`src/rtl/hwpe_periph_initiator.sv`:
```
// Single-outstanding initiator for the HWPE periph bus: one register read/write per command, response returned with data or timeout error.
// Optional statistics counters are built when HWPE_PERIPH_INITIATOR_STATS_EN is defined; otherwise stat_wr_o/stat_rd_o read 0.
module hwpe_periph_initiator #(
    parameter int ID             = 10,
    parameter int TIMEOUT_CYCLES = 256,
    parameter int TO_W           = $clog2(TIMEOUT_CYCLES + 1)
) (
    input  logic          clk_i,
    input  logic          rst_i,
    input  logic          cmd_valid_i,
    output logic          cmd_ready_o,
    input  logic          cmd_we_i,
    input  logic [31:0]   cmd_addr_i,
    input  logic [31:0]   cmd_wdata_i,
    input  logic [3:0]    cmd_be_i,
    output logic          rsp_valid_o,
    input  logic          rsp_ready_i,
    output logic [31:0]   rsp_rdata_o,
    output logic          rsp_err_o,
    output logic          periph_req_o,
    output logic [31:0]   periph_add_o,
    output logic          periph_wen_o,
    output logic [3:0]    periph_be_o,
    output logic [31:0]   periph_data_o,
    output logic [ID-1:0] periph_id_o,
    input  logic          periph_gnt_i,
    input  logic [31:0]   periph_r_data_i,
    input  logic          periph_r_valid_i,
    input  logic [ID-1:0] periph_r_id_i,
    output logic [15:0]   mismatch_cnt_o,
    output logic [31:0]   stat_wr_o,
    output logic [31:0]   stat_rd_o
);

    typedef enum logic [1:0] {IDLE, REQ, WAIT_R, RESP} state_t;

    state_t          state_q, state_d;
    logic            wen_q, wen_d;
    logic [31:0]     addr_q, addr_d;
    logic [31:0]     wdata_q, wdata_d;
    logic [3:0]      be_q, be_d;
    logic [ID-1:0]   id_q, id_d;
    logic [TO_W-1:0] cnt_q, cnt_d;
    logic [31:0]     rdata_q, rdata_d;
    logic            err_q, err_d;
    logic [15:0]     mm_q, mm_d;
    logic            busy, timeout, rsp_hs;

    // Timeout fires in the cycle whose increment brings the count to TIMEOUT_CYCLES,
    // so a transaction gets exactly TIMEOUT_CYCLES cycles in REQ+WAIT_R.
    assign busy    = (state_q == REQ) || (state_q == WAIT_R);
    assign timeout = busy && ((cnt_q + TO_W'(1)) == TO_W'(TIMEOUT_CYCLES));
    assign rsp_hs  = (state_q == RESP) && rsp_ready_i;

    always_comb begin
        state_d = state_q;
        wen_d   = wen_q;
        addr_d  = addr_q;
        wdata_d = wdata_q;
        be_d    = be_q;
        id_d    = id_q;
        cnt_d   = cnt_q;
        rdata_d = rdata_q;
        err_d   = err_q;
        mm_d    = mm_q;
        case (state_q)
            IDLE: begin
                if (cmd_valid_i) begin
                    wen_d   = ~cmd_we_i;
                    addr_d  = cmd_addr_i;
                    wdata_d = cmd_wdata_i;
                    be_d    = cmd_be_i;
                    cnt_d   = '0;
                    state_d = REQ;
                end
            end
            REQ: begin
                cnt_d = cnt_q + TO_W'(1);
                if (timeout) begin
                    rdata_d = '0;
                    err_d   = 1'b1;
                    state_d = RESP;
                end else if (periph_gnt_i) begin
                    state_d = WAIT_R;
                end
            end
            WAIT_R: begin
                cnt_d = cnt_q + TO_W'(1);
                if (timeout) begin
                    rdata_d = '0;
                    err_d   = 1'b1;
                    state_d = RESP;
                end else if (periph_r_valid_i && (periph_r_id_i == id_q)) begin
                    rdata_d = wen_q ? periph_r_data_i : 32'h0;
                    err_d   = 1'b0;
                    state_d = RESP;
                end
            end
            RESP: begin
                if (rsp_ready_i) begin
                    id_d    = id_q + ID'(1);
                    state_d = IDLE;
                end
            end
            default: state_d = IDLE;
        endcase
        // Responses seen while the request is still pending are not ours to judge.
        if (periph_r_valid_i && (state_q != REQ) && (periph_r_id_i != id_q) && (mm_q != 16'hFFFF)) begin
            mm_d = mm_q + 16'd1;
        end
    end

    always_ff @(posedge clk_i or posedge rst_i) begin
        if (rst_i) begin
            state_q <= IDLE;
            wen_q   <= 1'b0;
            addr_q  <= '0;
            wdata_q <= '0;
            be_q    <= '0;
            id_q    <= '0;
            cnt_q   <= '0;
            rdata_q <= '0;
            err_q   <= 1'b0;
            mm_q    <= '0;
        end else begin
            state_q <= state_d;
            wen_q   <= wen_d;
            addr_q  <= addr_d;
            wdata_q <= wdata_d;
            be_q    <= be_d;
            id_q    <= id_d;
            cnt_q   <= cnt_d;
            rdata_q <= rdata_d;
            err_q   <= err_d;
            mm_q    <= mm_d;
        end
    end

    assign cmd_ready_o    = (state_q == IDLE) && !rst_i;
    assign rsp_valid_o    = (state_q == RESP);
    assign rsp_rdata_o    = rdata_q;
    assign rsp_err_o      = err_q;
    assign periph_req_o   = (state_q == REQ) && !timeout;
    assign periph_add_o   = addr_q;
    assign periph_wen_o   = wen_q;
    assign periph_be_o    = be_q;
    assign periph_data_o  = wdata_q;
    assign periph_id_o    = id_q;
    assign mismatch_cnt_o = mm_q;

`ifdef HWPE_PERIPH_INITIATOR_STATS_EN
    logic [31:0] stat_wr_q, stat_wr_d;
    logic [31:0] stat_rd_q, stat_rd_d;

    always_comb begin
        stat_wr_d = stat_wr_q;
        stat_rd_d = stat_rd_q;
        if (rsp_hs && !err_q) begin
            if (!wen_q) stat_wr_d = stat_wr_q + 32'd1;
            else        stat_rd_d = stat_rd_q + 32'd1;
        end
    end

    always_ff @(posedge clk_i or posedge rst_i) begin
        if (rst_i) begin
            stat_wr_q <= '0;
            stat_rd_q <= '0;
        end else begin
            stat_wr_q <= stat_wr_d;
            stat_rd_q <= stat_rd_d;
        end
    end

    assign stat_wr_o = stat_wr_q;
    assign stat_rd_o = stat_rd_q;
`else
    logic unused_rsp_hs;
    assign unused_rsp_hs = rsp_hs;
    assign stat_wr_o     = 32'h0;
    assign stat_rd_o     = 32'h0;
`endif

endmodule

```
`config.mk`:
```
export PLATFORM = sky130hd
export DESIGN_NAME = hwpe_periph_initiator
export DESIGN_NICKNAME = d
export VERILOG_FILES = /design/src/rtl/hwpe_periph_initiator.sv
export SDC_FILE = /design/constraint.sdc
export NUM_CORES = 1
export LEC_CHECK = 0
export BUFFER_PORTS_ARGS = -buffer_cell sky130_fd_sc_hd__buf_2
export CAP_MARGIN = 20
export CORE_ASPECT_RATIO = 0.75
export CORE_MARGIN = 2
export CORE_UTILIZATION = 50
export DETAILED_ROUTE_END_ITERATION = 8
export GPL_TIMING_DRIVEN = 0
export PLACE_DENSITY = 0.86
export SYNTH_ARGS = -nofsm -noshare
export SYNTH_HDL_FRONTEND = slang
export SYNTH_SLANG_ARGS = --single-unit
```
`constraint.sdc`:
```
create_clock -name clk_i -period 8.2 [get_ports clk_i]
set_input_delay 0.82 -clock clk_i [delete_from_list [all_inputs] [get_ports clk_i]]
set_output_delay 0.82 -clock clk_i [all_outputs]
set_load 0.005 [all_outputs]
```
---- After elaboration in Yosys (flattened, before gate mapping) ----
Cells that the tools add are included.
storage, ports and cells
  flip-flop bits (word level) ............. 139
  output and inout bits ................... 195
  logic and storage cells ................. 64
cells by class
  add/sub/neg operators ................... 3
  equality and inequality tests ........... 13
  mux-type cells .......................... 18
  bitwise operators ....................... 1
  reductions and logical operators ........ 19
operators with widths
  cell                                                    number
  two-way mux 32 bit                                      4
  case mux 32 bit (2 select lines)                        1
  case mux 9 bit (2 select lines)                         1
  adder 16 x 1 -> 16 bit (second input constant)          1
  inequality test 16 bit (second input constant)          1
  two-way mux 2 bit                                       6
  adder 10 x 1 -> 10 bit (second input constant)          1
  equality test 10 bit                                    1
  inequality test 10 bit                                  1
  adder 9 x 1 -> 9 bit (second input constant)            1
  equality test 9 bit (second input constant)             1
  two-way mux 9 bit                                       1
  case mux 2 bit (4 select lines)                         1
  logical AND 1 bit                                       7
  AND reduction 2 bit                                     3
  equality test 2 bit (second input constant)             2
  inequality test 2 x 1 -> 1 bit (second input constant)  2
  inequality test 2 bit (second input constant)           2
  AND reduction 4 bit                                     1
  nonzero test 2 bit                                      2
  two-way mux 1 bit                                       3
  inequality test 3 x 2 -> 1 bit (second input constant)  1
  inequality test 3 bit (second input constant)           1
  AND reduction 3 bit                                     1
  other kinds (7)                                         8

---- Logic depth before layout (Yosys ltp) ----
  word-level depth ........................ 5
  depth in mapped cells ................... 9
  gate-level depth less buffers ........... 7

---- Worst setup path before layout ----
No wires, ideal clock.
  path type ............................... flip-flop to output port
  from .................................... register state_q[0]
  to ...................................... output port periph_req_o
  arrival ................................. 1.563 ns
  required time ........................... 7.380 ns
  path slack .............................. 5.817 ns
  cell stages (with the launch flop) ...... 8
  path buffers ............................ 1
  cells stage by stage .................... dfrtp_1 -> inv_1 -> ha_1 -> clkbuf_1 -> nand3_1 -> a21oi_1 -> o221ai_1 -> and2_1
between the ends
  word-level cells in the longest chain between the ends .. 5
ends and longest elaborated chain
  item                                                                        line     source
  from (decl)                                                                 37       state_t state_q, state_d;
  from (signal assigned)                                                      126      state_q <= state_d;
  equality test 2 x 1 -> 1 bit / equality test 2 bit (equally long branches)  51, 143
  logical OR 1 bit                                                            51       assign busy = (state_q == REQ) || (state_q == WAIT_R);
  logical AND 1 bit                                                           52       assign timeout = busy && ((cnt_q + TO_W'(1)) == TO_W'(TIMEOUT_CYCLES));
  zero test 1 bit                                                             143      assign periph_req_o = (state_q == REQ) && !timeout;
  logical AND 1 bit *                                                         143
  to (decl)                                                                   20       output logic periph_req_o,
Mark *: on every way between the ends. The rest lies on a longest branch, timed or not.

---- Worst setup path in the final report ----
Same ends and word-level chain as after synthesis.

==> impl_metrics.ini <==
[timing]
max_freq_mhz = 313
fin_crit_ns = 3.19
slew_headroom_pct = 54.8
setup_tns_ns = 0
clock_skew_ns = 0.00908
rsz0062_at_grt = no
setup_viol = 0
hold_viol_final = 0
worst_pin_slew_ns = 0.672
fin_crit_sh_pct = 38.9
drv_slew = 0

[pwr]
power_density_nw_per_um2 = 311
power_frac_seq_pct = 39.1
p_int_uw = 1800
vdd_drop_max_uv = 227
pwr-share-clk_pct = 27.3
power.leakage_uw = 0.00458
switching_share_pct = 33.7
p_sw_uw = 912
power_frac_comb_pct = 33.6

[routing]
drtAntennaViolNets = 0
wl_microns = 16100
routedWlPerCell_microns = 15.7
drc = 0
first_iter_violations = 235
via_count = 4859
vias_per_cell = 4.74
firstDrtPassIters = 4

[floorplanning]
ios = 312
die_h_microns = 102
rows = 35
coreArea_sq_um = 12400
die-area_sq_um = 13800
start_util_pct = 51.8
die_w_microns = 135

[layout]
areaGrowthSynthToFinish_pct = 35.7
fin_nets = 970
fin_area_sq_um = 8710
drive_gt1_share_pct = 47.1
regArea_sq_um = 3480
fillers = 920
multiInputGateArea_sq_um = 2520

[global_routing]
grt_overflow = 0
grt_pass1_wl_microns = 24400
antenna_found_initial = 1
grt.busiest_layer = met2
grt_max_degree = 73
met2_usage_pct = 38.9
globalRouteTotalUtil_pct = 22.7
grtUsageMet3_pct = 5.80
gr-usage-met1_pct = 29.2
grt_pass1_vias = 4722

[logic_synthesis]
yosysMostFrequentCell = dfrtp_1
synth_seq_cells = 139
avgSynthCellArea_sq_um = 12.4
netlist_area_sq_um = 6420
synth_cells = 516
synth_edf_count = 0
synthArstFlopShare_pct = 100
yosys_warnings = 0
yosys.area.top_type = dfrtp_1
synth_top_cells_by_count = dfrtp_1, buf_4, mux2_2
ys.flop_type = dfrtp_1
synth_cell_types = 52
yosys-top-cells-area = dfrtp_1, mux2_2, buf_4, mux2_1, a22o_1
ys_seq_area_share_pct = 54.2
synth_top_area_share_pct = 54.2

[clock_tree]
cts_buffers = 17
cts_resized = 0
cts_tree = done
cts-root-buf = clkbuf_16
hold_buffers = 0
clock_latency_ns = 0.40
path_clk_slew_ns = 0.06
clock-sinks = 139
cts_max_level = 4
postCtsSetupBuffers = 0
cts_buffer_depth = 2

[placement]
place_congestion = 0.869
dpl_cell_area_sq_um = 8130
portBuffers = 247
post-dp-hpwl_microns = 12500

[critical_path]
critical_path.max_fanout = 7
crit_family = buffers and inverters
worst_ep_arrival_time_ns = 2.37
slowest_stage = dfrtp_1
end_kind = output port
cp.required_ns = 7.38
critPathKind = reg2out
path_cells = inv_1 -> ha_1 -> clkbuf_1 -> nand3_1 -> a21oi_1 -> o221ai_1 -> and2_1 -> buf_2
slowest_delay_ns = 0.39
critPathLaunchType = flop
cp_num_buf_inv = 3

[job]
drv_cap = 0

[worst_hold_path]
min_path_type = reg2reg

[run_status]
status = completed
-- cell type report --
class | count | share of cell area (%)
sequential | 139 | 39.9
multi-input combinational | 342 | 29.0
timing repair buffer | 248 | 14.5
buffer | 87 | 7.00
clock buffer | 19 | 5.09
tap | 166 | 2.39
clock inverter | 13 | 1.52
inverter | 11 | 0.532
antenna | 1 | 0.0287
-- cell usage in the layout, fill, tap and decap left out, drive strengths merged, types with 3 or more instances in the layout --
cell type    n
xnor2       23
a22o        33
and2         4
o21ai       11
nor2        13
nand4       16
dfrtp      139
inv         16
nand3       11
a21oi        7
nand2b       3
nor3         3
mux2        70
ha           7
nor2b        3
mux2i        5
xor2        12
clkinvlp     6
and3         5
conb        64
and4         4
nor4         7
nand2       23
clkbuf      25
buf        329
-- worst reg2reg max path: cells and delay by family, from the launching register on --
family	cells	cell delay, ns
adders and majority gates	1	0.27
AOI/OAI and AO/OA	4	1.07
buffers and inverters	3	0.57
and+or+nand+nor	1	0.11
DFF	1	0.39
-- final timing paths --
path,start,endpoint,slack (ns),cells past startpoint
max,state_q[0],periph_req_o,5.01,8
min,periph_be_o[0],periph_be_o[0],0.49,1
max reg2reg,state_q[0],rsp_rdata_o[23],5.66,9
min reg2reg,periph_be_o[0],periph_be_o[0],0.49,1
max in group asynchronous,rst_i,periph_add_o[17],6.92,3
min in group asynchronous,rst_i,cnt_q[7],0.52,2
-- per-stage QoR --
stage | utilization, % | setup slack, ns | total power [uW] | std cells | hold WS [ns]
floorplan | - | 3.66 | 1580 | 579 | 0.488
global placement | 65.3 | 2.11 | 1930 | 992 | 0.469
detailed placement | 65.6 | 5.42 | 1980 | 993 | 0.477
CTS | 70.2 | 4.99 | 2730 | 1025 | 0.491
global route | 70.2 | 4.86 | 2890 | 1025 | 0.510
finish | 70.3 | 5.01 | 2710 | 1026 | 0.487
-- state kept, by name, indices dropped and copies added, names as in the netlist --
signal and flops:
periph_be_o 4, rsp_rdata_o 32, state_q 2, cnt_q 9, periph_wen_o 1, periph_add_o 32
periph_id_o 10, mismatch_cnt_o 16, periph_data_o 32, rsp_err_o 1
-- power by group through the flow --
stage / combinational (uW) / clock, uW / sequential (uW)
after floorplan: 509 / 0 / 1070
after global placement: 882 / 0 / 1050
after detailed placement: 916 / 0 / 1070
after CTS: 920 / 750 / 1060
after global routing: 1000 / 792 / 1090
final: 911 / 739 / 1060
-- kinds of logic after synthesis --
group                    share of synthesized area [%]
AO/OA/AOI/OAI                                     8.00
XOR/XNOR                                          4.78
adder cells (fa/ha/maj)                           1.36
buffers and inverters                             10.1
flip-flops                                        54.2
multiplexers                                      13.1
other                                           0.0584
AND/OR/NAND/NOR                                   8.39
-- routing by layer --
metal  wire length (microns)  share of wire [%]
met5                       0                  0
met4                     185                1.2
met3                    1020                6.3
met2                    8150                 51
met1                    6730                 42
No activity file was read; power rests on OpenSTA's default activity.
